--- config.mk ---
export PLATFORM = sky130hd
export DESIGN_NAME = spi_target
export DESIGN_NICKNAME = d
export VERILOG_FILES = /design/src/rtl/spi_pkg.sv /design/src/rtl/spi_sync_edge.sv /design/src/rtl/spi_target.sv
export SDC_FILE = /design/constraint.sdc
export NUM_CORES = 1
export LEC_CHECK = 0
export BUFFER_PORTS_ARGS = -buffer_cell sky130_fd_sc_hd__buf_2
export CORE_MARGIN = 4
export CORE_UTILIZATION = 30
export DETAILED_ROUTE_END_ITERATION = 8
export GPL_TIMING_DRIVEN = 0
export PLACE_DENSITY = 0.53
export SYNTH_ARGS = -nofsm -noshare
export SYNTH_HDL_FRONTEND = slang
export SYNTH_SLANG_ARGS = --single-unit
export TNS_END_PERCENT = 1
--- constraint.sdc ---
create_clock -name i_clk -period 2.68 [get_ports i_clk]
set_input_delay 0 -clock i_clk [delete_from_list [all_inputs] [get_ports i_clk]]
set_output_delay 0 -clock i_clk [all_outputs]
set_load 0.005 [all_outputs]
--- src/rtl/spi_pkg.sv ---
// Shared constants and state encoding for the SPI mode-0 target.
package spi_pkg;

    localparam int SPI_BYTE_W    = 8;
    localparam int SPI_BIT_CNT_W = 3;

    localparam logic [SPI_BYTE_W-1:0] SPI_FILL_DEFAULT = 8'hFF;

    typedef enum logic [0:0] {
        ST_IDLE  = 1'b0,
        ST_SHIFT = 1'b1
    } spi_state_e;

endpackage

--- src/rtl/spi_sync_edge.sv ---
// Multi-flop synchroniser for one asynchronous SPI input, followed by an
// edge-detect flop; level/rise/fall are all relative to the synchronised value.
module spi_sync_edge #(
    parameter int   SYNC_STAGES = 2,
    parameter logic RST_VAL     = 1'b0
) (
    input  logic i_clk,
    input  logic i_rst,
    input  logic i_d,
    output logic o_level,
    output logic o_rise,
    output logic o_fall
);

    logic [SYNC_STAGES-1:0] sync_q;
    logic [SYNC_STAGES-1:0] sync_d;
    logic                   prev_q;
    logic                   prev_d;

    // Next values for the synchroniser chain and edge-detect flop.
    always_comb begin
        sync_d = {sync_q[SYNC_STAGES-2:0], i_d};
        prev_d = sync_q[SYNC_STAGES-1];
    end

    // Synchroniser and edge-detect registers.
    always_ff @(posedge i_clk) begin
        if (i_rst) begin
            sync_q <= {SYNC_STAGES{RST_VAL}};
            prev_q <= RST_VAL;
        end else begin
            sync_q <= sync_d;
            prev_q <= prev_d;
        end
    end

    assign o_level = sync_q[SYNC_STAGES-1];
    assign o_rise  = sync_q[SYNC_STAGES-1] & ~prev_q;
    assign o_fall  = ~sync_q[SYNC_STAGES-1] & prev_q;

endmodule

--- src/rtl/spi_target.sv ---
// SPI mode-0 target: oversampled receive/transmit with a one-entry tx holding register.
// Optional macro SPI_TARGET_FRAME_COUNT_EN adds o_frame_count (full bytes in current frame).
module spi_target
    import spi_pkg::*;
#(
    parameter logic [SPI_BYTE_W-1:0] FILL        = SPI_FILL_DEFAULT,
    parameter int                    SYNC_STAGES = 2
) (
    input  logic                  i_clk,
    input  logic                  i_rst,
    input  logic                  i_cs,
    input  logic                  i_sclk,
    input  logic                  i_copi,
    output logic                  o_cipo,
    output logic                  o_cipo_oe,
    output logic [SPI_BYTE_W-1:0] o_rx_data,
    output logic                  o_rx_valid,
    input  logic [SPI_BYTE_W-1:0] i_tx_data,
    input  logic                  i_tx_valid,
    output logic                  o_tx_ready,
    output logic                  o_underrun,
    output logic                  o_busy
`ifdef SPI_TARGET_FRAME_COUNT_EN
    ,
    output logic [7:0]            o_frame_count
`endif
);

    logic cs_level_s, cs_rise_s, cs_fall_s;
    logic sclk_level_s, sclk_rise_s, sclk_fall_s;
    logic copi_level_s, copi_rise_s, copi_fall_s;
    logic sync_unused_s;

    spi_sync_edge #(.SYNC_STAGES(SYNC_STAGES), .RST_VAL(1'b1)) u_cs_sync (
        .i_clk(i_clk), .i_rst(i_rst), .i_d(i_cs),
        .o_level(cs_level_s), .o_rise(cs_rise_s), .o_fall(cs_fall_s)
    );
    spi_sync_edge #(.SYNC_STAGES(SYNC_STAGES), .RST_VAL(1'b0)) u_sclk_sync (
        .i_clk(i_clk), .i_rst(i_rst), .i_d(i_sclk),
        .o_level(sclk_level_s), .o_rise(sclk_rise_s), .o_fall(sclk_fall_s)
    );
    spi_sync_edge #(.SYNC_STAGES(SYNC_STAGES), .RST_VAL(1'b1)) u_copi_sync (
        .i_clk(i_clk), .i_rst(i_rst), .i_d(i_copi),
        .o_level(copi_level_s), .o_rise(copi_rise_s), .o_fall(copi_fall_s)
    );

    assign sync_unused_s = ^{cs_level_s, sclk_level_s, copi_rise_s, copi_fall_s};

    spi_state_e               state_q, state_d;
    logic [SPI_BIT_CNT_W-1:0] bit_cnt_q, bit_cnt_d;
    logic [SPI_BYTE_W-1:0]    rx_shift_q, rx_shift_d;
    logic [SPI_BYTE_W-1:0]    tx_shift_q, tx_shift_d;
    logic [SPI_BYTE_W-1:0]    hold_q, hold_d;
    logic                     tx_ready_q, tx_ready_d;
    logic [SPI_BYTE_W-1:0]    rx_data_q, rx_data_d;
    logic                     rx_valid_q, rx_valid_d;
    logic                     underrun_q, underrun_d;
    logic                     cipo_q, cipo_d;
    logic                     cipo_oe_q, cipo_oe_d;
    logic                     busy_q, busy_d;
    logic                     load_s;
`ifdef SPI_TARGET_FRAME_COUNT_EN
    logic [7:0]               frame_cnt_q, frame_cnt_d;
`endif

    // Next-state, shift and holding-register logic.
    always_comb begin
        state_d    = state_q;
        bit_cnt_d  = bit_cnt_q;
        rx_shift_d = rx_shift_q;
        tx_shift_d = tx_shift_q;
        hold_d     = hold_q;
        tx_ready_d = tx_ready_q;
        rx_data_d  = rx_data_q;
        rx_valid_d = 1'b0;
        underrun_d = 1'b0;
        cipo_d     = cipo_q;
        cipo_oe_d  = cipo_oe_q;
        busy_d     = busy_q;
        load_s     = 1'b0;

        case (state_q)
            ST_IDLE: begin
                if (cs_fall_s) begin
                    state_d   = ST_SHIFT;
                    bit_cnt_d = 3'd0;
                    busy_d    = 1'b1;
                    cipo_oe_d = 1'b1;
                    load_s    = 1'b1;
                end else begin
                    state_d = ST_IDLE;
                end
            end
            ST_SHIFT: begin
                // CS deselect takes priority over any SCLK edge seen in the same cycle.
                if (cs_rise_s) begin
                    state_d   = ST_IDLE;
                    bit_cnt_d = 3'd0;
                    cipo_oe_d = 1'b0;
                    cipo_d    = 1'b1;
                    busy_d    = 1'b0;
                end else if (sclk_rise_s) begin
                    rx_shift_d = {rx_shift_q[SPI_BYTE_W-2:0], copi_level_s};
                    bit_cnt_d  = bit_cnt_q + 3'd1;
                    if (bit_cnt_q == 3'd7) begin
                        rx_data_d  = {rx_shift_q[SPI_BYTE_W-2:0], copi_level_s};
                        rx_valid_d = 1'b1;
                    end else begin
                        rx_valid_d = 1'b0;
                    end
                end else if (sclk_fall_s) begin
                    if (bit_cnt_q != 3'd0) begin
                        tx_shift_d = {tx_shift_q[SPI_BYTE_W-2:0], 1'b0};
                        cipo_d     = tx_shift_q[SPI_BYTE_W-2];
                    end else begin
                        load_s = 1'b1;
                    end
                end else begin
                    state_d = ST_SHIFT;
                end
            end
            default: begin
                state_d   = ST_IDLE;
                bit_cnt_d = 3'd0;
                cipo_oe_d = 1'b0;
                cipo_d    = 1'b1;
                busy_d    = 1'b0;
            end
        endcase

        if (load_s && !tx_ready_q) begin
            tx_shift_d = hold_q;
            cipo_d     = hold_q[SPI_BYTE_W-1];
            tx_ready_d = 1'b1;
        end else if (load_s) begin
            tx_shift_d = FILL;
            cipo_d     = FILL[SPI_BYTE_W-1];
            underrun_d = 1'b1;
        end else begin
            underrun_d = 1'b0;
        end

        // A write is accepted only while empty; a same-cycle load has already taken the old value.
        if (i_tx_valid && tx_ready_q) begin
            hold_d     = i_tx_data;
            tx_ready_d = 1'b0;
        end else begin
            hold_d = hold_q;
        end
    end

`ifdef SPI_TARGET_FRAME_COUNT_EN
    // Per-frame count of completed bytes, saturating.
    always_comb begin
        frame_cnt_d = frame_cnt_q;
        if (state_q == ST_IDLE && cs_fall_s) begin
            frame_cnt_d = 8'd0;
        end else if (rx_valid_d && frame_cnt_q != 8'd255) begin
            frame_cnt_d = frame_cnt_q + 8'd1;
        end else begin
            frame_cnt_d = frame_cnt_q;
        end
    end

    // Frame counter register.
    always_ff @(posedge i_clk) begin
        if (i_rst) begin
            frame_cnt_q <= 8'd0;
        end else begin
            frame_cnt_q <= frame_cnt_d;
        end
    end

    assign o_frame_count = frame_cnt_q;
`endif

    // State and datapath registers.
    always_ff @(posedge i_clk) begin
        if (i_rst) begin
            state_q    <= ST_IDLE;
            bit_cnt_q  <= 3'd0;
            rx_shift_q <= 8'd0;
            tx_shift_q <= 8'd0;
            hold_q     <= 8'd0;
            tx_ready_q <= 1'b1;
            rx_data_q  <= 8'd0;
            rx_valid_q <= 1'b0;
            underrun_q <= 1'b0;
            cipo_q     <= 1'b1;
            cipo_oe_q  <= 1'b0;
            busy_q     <= 1'b0;
        end else begin
            state_q    <= state_d;
            bit_cnt_q  <= bit_cnt_d;
            rx_shift_q <= rx_shift_d;
            tx_shift_q <= tx_shift_d;
            hold_q     <= hold_d;
            tx_ready_q <= tx_ready_d;
            rx_data_q  <= rx_data_d;
            rx_valid_q <= rx_valid_d;
            underrun_q <= underrun_d;
            cipo_q     <= cipo_d;
            cipo_oe_q  <= cipo_oe_d;
            busy_q     <= busy_d;
        end
    end

    assign o_cipo     = cipo_q;
    assign o_cipo_oe  = cipo_oe_q;
    assign o_rx_data  = rx_data_q;
    assign o_rx_valid = rx_valid_q;
    assign o_tx_ready = tx_ready_q;
    assign o_underrun = underrun_q;
    assign o_busy     = busy_q;

endmodule

==> results.py <==
metrics = {
    "finish": {
        "final_common_cell": "dfxtp_1",
        "area_growth_pct": 23.6,
        "instances_no_fill": 318,
        "finalInstanceArea_um2": 2270,
        "drive_above_1_share_pct": 18.1,
        "final_core_utilization_pct": 38.3,
        "final_cell_mix": "dfxtp_1 (47), buf_2 (26), nand2_1 (20), a21oi_1 (20), nand3_1 (17)",
        "final_nets": 259,
        "diodes": 0,
    },
    "worst_setup_path": {
        "worstSetupPathType": "reg -> reg",
        "r2r_start": "bit_cnt_q[0]",
        "setup.worst_path.start": "bit_cnt_q[0]",
        "startpoint_type": "flop",
        "crit_fanout": 9,
        "timing.rr.end": "o_rx_data[6]",
        "worstPathRequired_ps": 2840,
        "rr_worst_depth": 6,
        "critPathArrivalTime_ps": 1980,
        "worstSetupEndpointType": "flop",
        "ff2ff_setup_slack_ps": 860,
        "worstSetupEndpoint": "o_rx_data[6]",
    },
    "power_and_ir_drop": {
        "power_leakage_nw": 0.891,
        "clockPowerShare_pct": 35.9,
        "p_sw_share_pct": 22.3,
        "switching_power_mw": 0.286,
        "vdd_drop_max_mv": 0.296,
        "p_per_area_nw_per_um2": 567,
        "power_frac_comb_pct": 7.7,
        "pwr-share-seq_pct": 56.5,
        "p_int_mw": 1.00,
    },
    "global_route": {
        "antenna_found_initial": 0,
        "grt_start_max_net_pins": 15,
        "grt_pass1_vias": 1369,
        "grt_pass1_wl_um": 6090,
        "grt.total_usage_pct": 10.4,
        "gr-total-overflow": 0,
    },
    "timing": {
        "relSlewSlack_pct": 66.0,
        "period_share_pct": 67.8,
        "fin_ws_ps": 862,
        "hold_viol_final": 0,
        "min_period_ps": 1820,
        "worstMarginPinSlew_ps": 510,
        "setup_violations": 0,
        "fmax_mhz": 550,
        "slew_viol_final": 0,
        "rsz0062_at_grt": "false",
        "setup_tns_ps": 0,
        "finClkSkew_ps": 9.92,
    },
    "cts": {
        "numCtsBuffers": 5,
        "clkTransAtPathRegs_ps": 90,
        "cts_sinks": 47,
        "cts_root_buffer": "clkbuf_8",
        "htreeDepth": 2,
        "insertion_delay_ps": 290,
        "clockBufferDepth": 2,
        "cts_tree": "built",
    },
    "die": {
        "dieWidth_um": 86.2,
        "die_h_um": 86.2,
        "dieArea_um2": 7420,
        "core_area_um2": 5920,
        "rows": 28,
        "initial_core_util_pct": 31.0,
        "ios": 28,
    },
    "logic_synthesis": {
        "synth_cells": 199,
        "synth_nets": 216,
        "avgSynthCellArea_um2": 9.21,
        "ys_top_cells_by_area": "dfxtp_1 (51%), a21oi_1 (5.5%), nand3_1 (4.6%), nand2_1 (4.1%), mux2i_1 (3.8%)",
        "syn-cell-area_um2": 1830,
        "synth_edf_count": 0,
        "synth_top_area_share_pct": 51.3,
        "ys.flop_type": "dfxtp_1",
        "synth-seq-cells": 47,
        "async_flop_share_pct": 0,
        "ys_seq_area_share_pct": 51.3,
        "ys_types": 32,
        "yosysWarningCount": 0,
        "yosysTopAreaCell": "dfxtp_1",
    },
    "place": {
        "placed_area_um2": 2050,
        "io_buffers": 25,
        "gp_routability_congestion": 0.728,
        "hpwl_um": 2470,
        "place_ws_ps": 809,
        "placed_cells": 299,
    },
    "hold_path": {
        "hp-class": "in -> reg",
    },
    "outcome": {
        "outcome": "completed",
    },
    "routing": {
        "ant_nets": 0,
        "viasPerCell": 4.58,
        "wl_per_cell_um": 11.1,
        "drc": 0,
        "drt-initial-drc-count": 52,
        "drt_wl_total_um": 3540,
        "first_pass_iters": 4,
        "num_vias": 1455,
    },
    "job": {
        "maxCapViolCount": 0,
    },
}
[stage by stage]
stage               total power, mW  hold slack, ps
floorplan                     0.801             104
global placement              0.829             183
detailed placement            0.830             187
CTS                            1.31            26.9
global route                   1.35            53.3
finish                         1.29            36.8
[layer usage]
metal | track usage, % | routed length, um | vias up
met5 | 0 | 0 | -
met4 | 4.75 | 63 | 0
met3 | 2.98 | 193 | 7
met2 | 15.8 | 1500 | 29
met1 | 13.6 | 1780 | 651
li1 | - | - | 768
[critical path, stage by stage (launching register included)]
cell and delay [ps]:
dfxtp_1 360, ha_1 160, ha_1 130, clkbuf_1 310, nand4_1 450, nand2_1 190, a21oi_1 70
[sequential cells by signal, indices dropped and copies added, names as in the netlist]
name and cells:
bit_cnt_q 3, hold_q 8, o_busy 1, o_cipo 1
o_rx_data 8, o_rx_valid 1, o_tx_ready 1, o_underrun 1
rx_shift_q 7, state_q 1, tx_shift_q 7, u_copi_sync.sync_q 2
u_cs_sync.prev_q 1, u_cs_sync.sync_q 2, u_sclk_sync.prev_q 1, u_sclk_sync.sync_q 2
[final cells by class]
cell class | count | area [um2]
Fill cell | 614 | 3650
Sequential cell | 47 | 941
Multi-Input combinational cell | 133 | 800
Timing Repair Buffer | 36 | 235
Clock buffer | 7 | 96.3
Tap cell | 75 | 93.8
Buffer | 15 | 77.6
Inverter | 4 | 15.0
Clock inverter | 1 | 7.51
[Yosys cell counts (3+ instances only)]
cell type and n:
nor2b_1 8, mux2i_1 7, nand3_1 17, or3_1 6
nand2_1 20, o21ai_0 5, a21oi_1 20, a32o_1 6
nor2_1 11, inv_1 4, or2_2 5, ha_1 3
dfxtp_1 47, clkbuf_1 10, nand2b_1 8
[worst min-delay path by stage]
stage                      start                     to  depth (start not counted)
final                      i_rst  u_sclk_sync.sync_q[1]                          2
after global routing       i_rst  u_sclk_sync.sync_q[1]                          2
after CTS                  i_rst  u_sclk_sync.sync_q[1]                          2
after detailed placement    i_cs    u_cs_sync.sync_q[0]                          2
after global placement      i_cs    u_cs_sync.sync_q[0]                          2
after floorplan           i_copi  u_copi_sync.sync_q[0]                          1
[cell families after synthesis]
logic type / share of synthesized area (%)
adders and majority gates: 2.05
buffers and inverters: 5.05
and+or+nand+nor: 23.1
muxes: 3.82
DFF: 51.3
AOI/OAI and AO/OA: 14.6
[what timing repair did]
| action | 4_1_cts | 5_1_grt |
|---|---|---|
| hold buffers | 11 | 0 |
| setup buffers | 0 | 0 |
| hold endpoints to repair | 11 | 0 |
| resized for setup | 0 | 0 |
[power by group through the flow]
stage	registers, mW	clock network (mW)	logic, mW
floorplan	0.741	0	0.0605
global placement	0.742	0	0.0868
detailed placement	0.743	0	0.0869
CTS	0.726	0.483	0.0993
global route	0.729	0.512	0.111
finish	0.726	0.461	0.0986
Note: power is estimated with default switching activity, not from simulation.
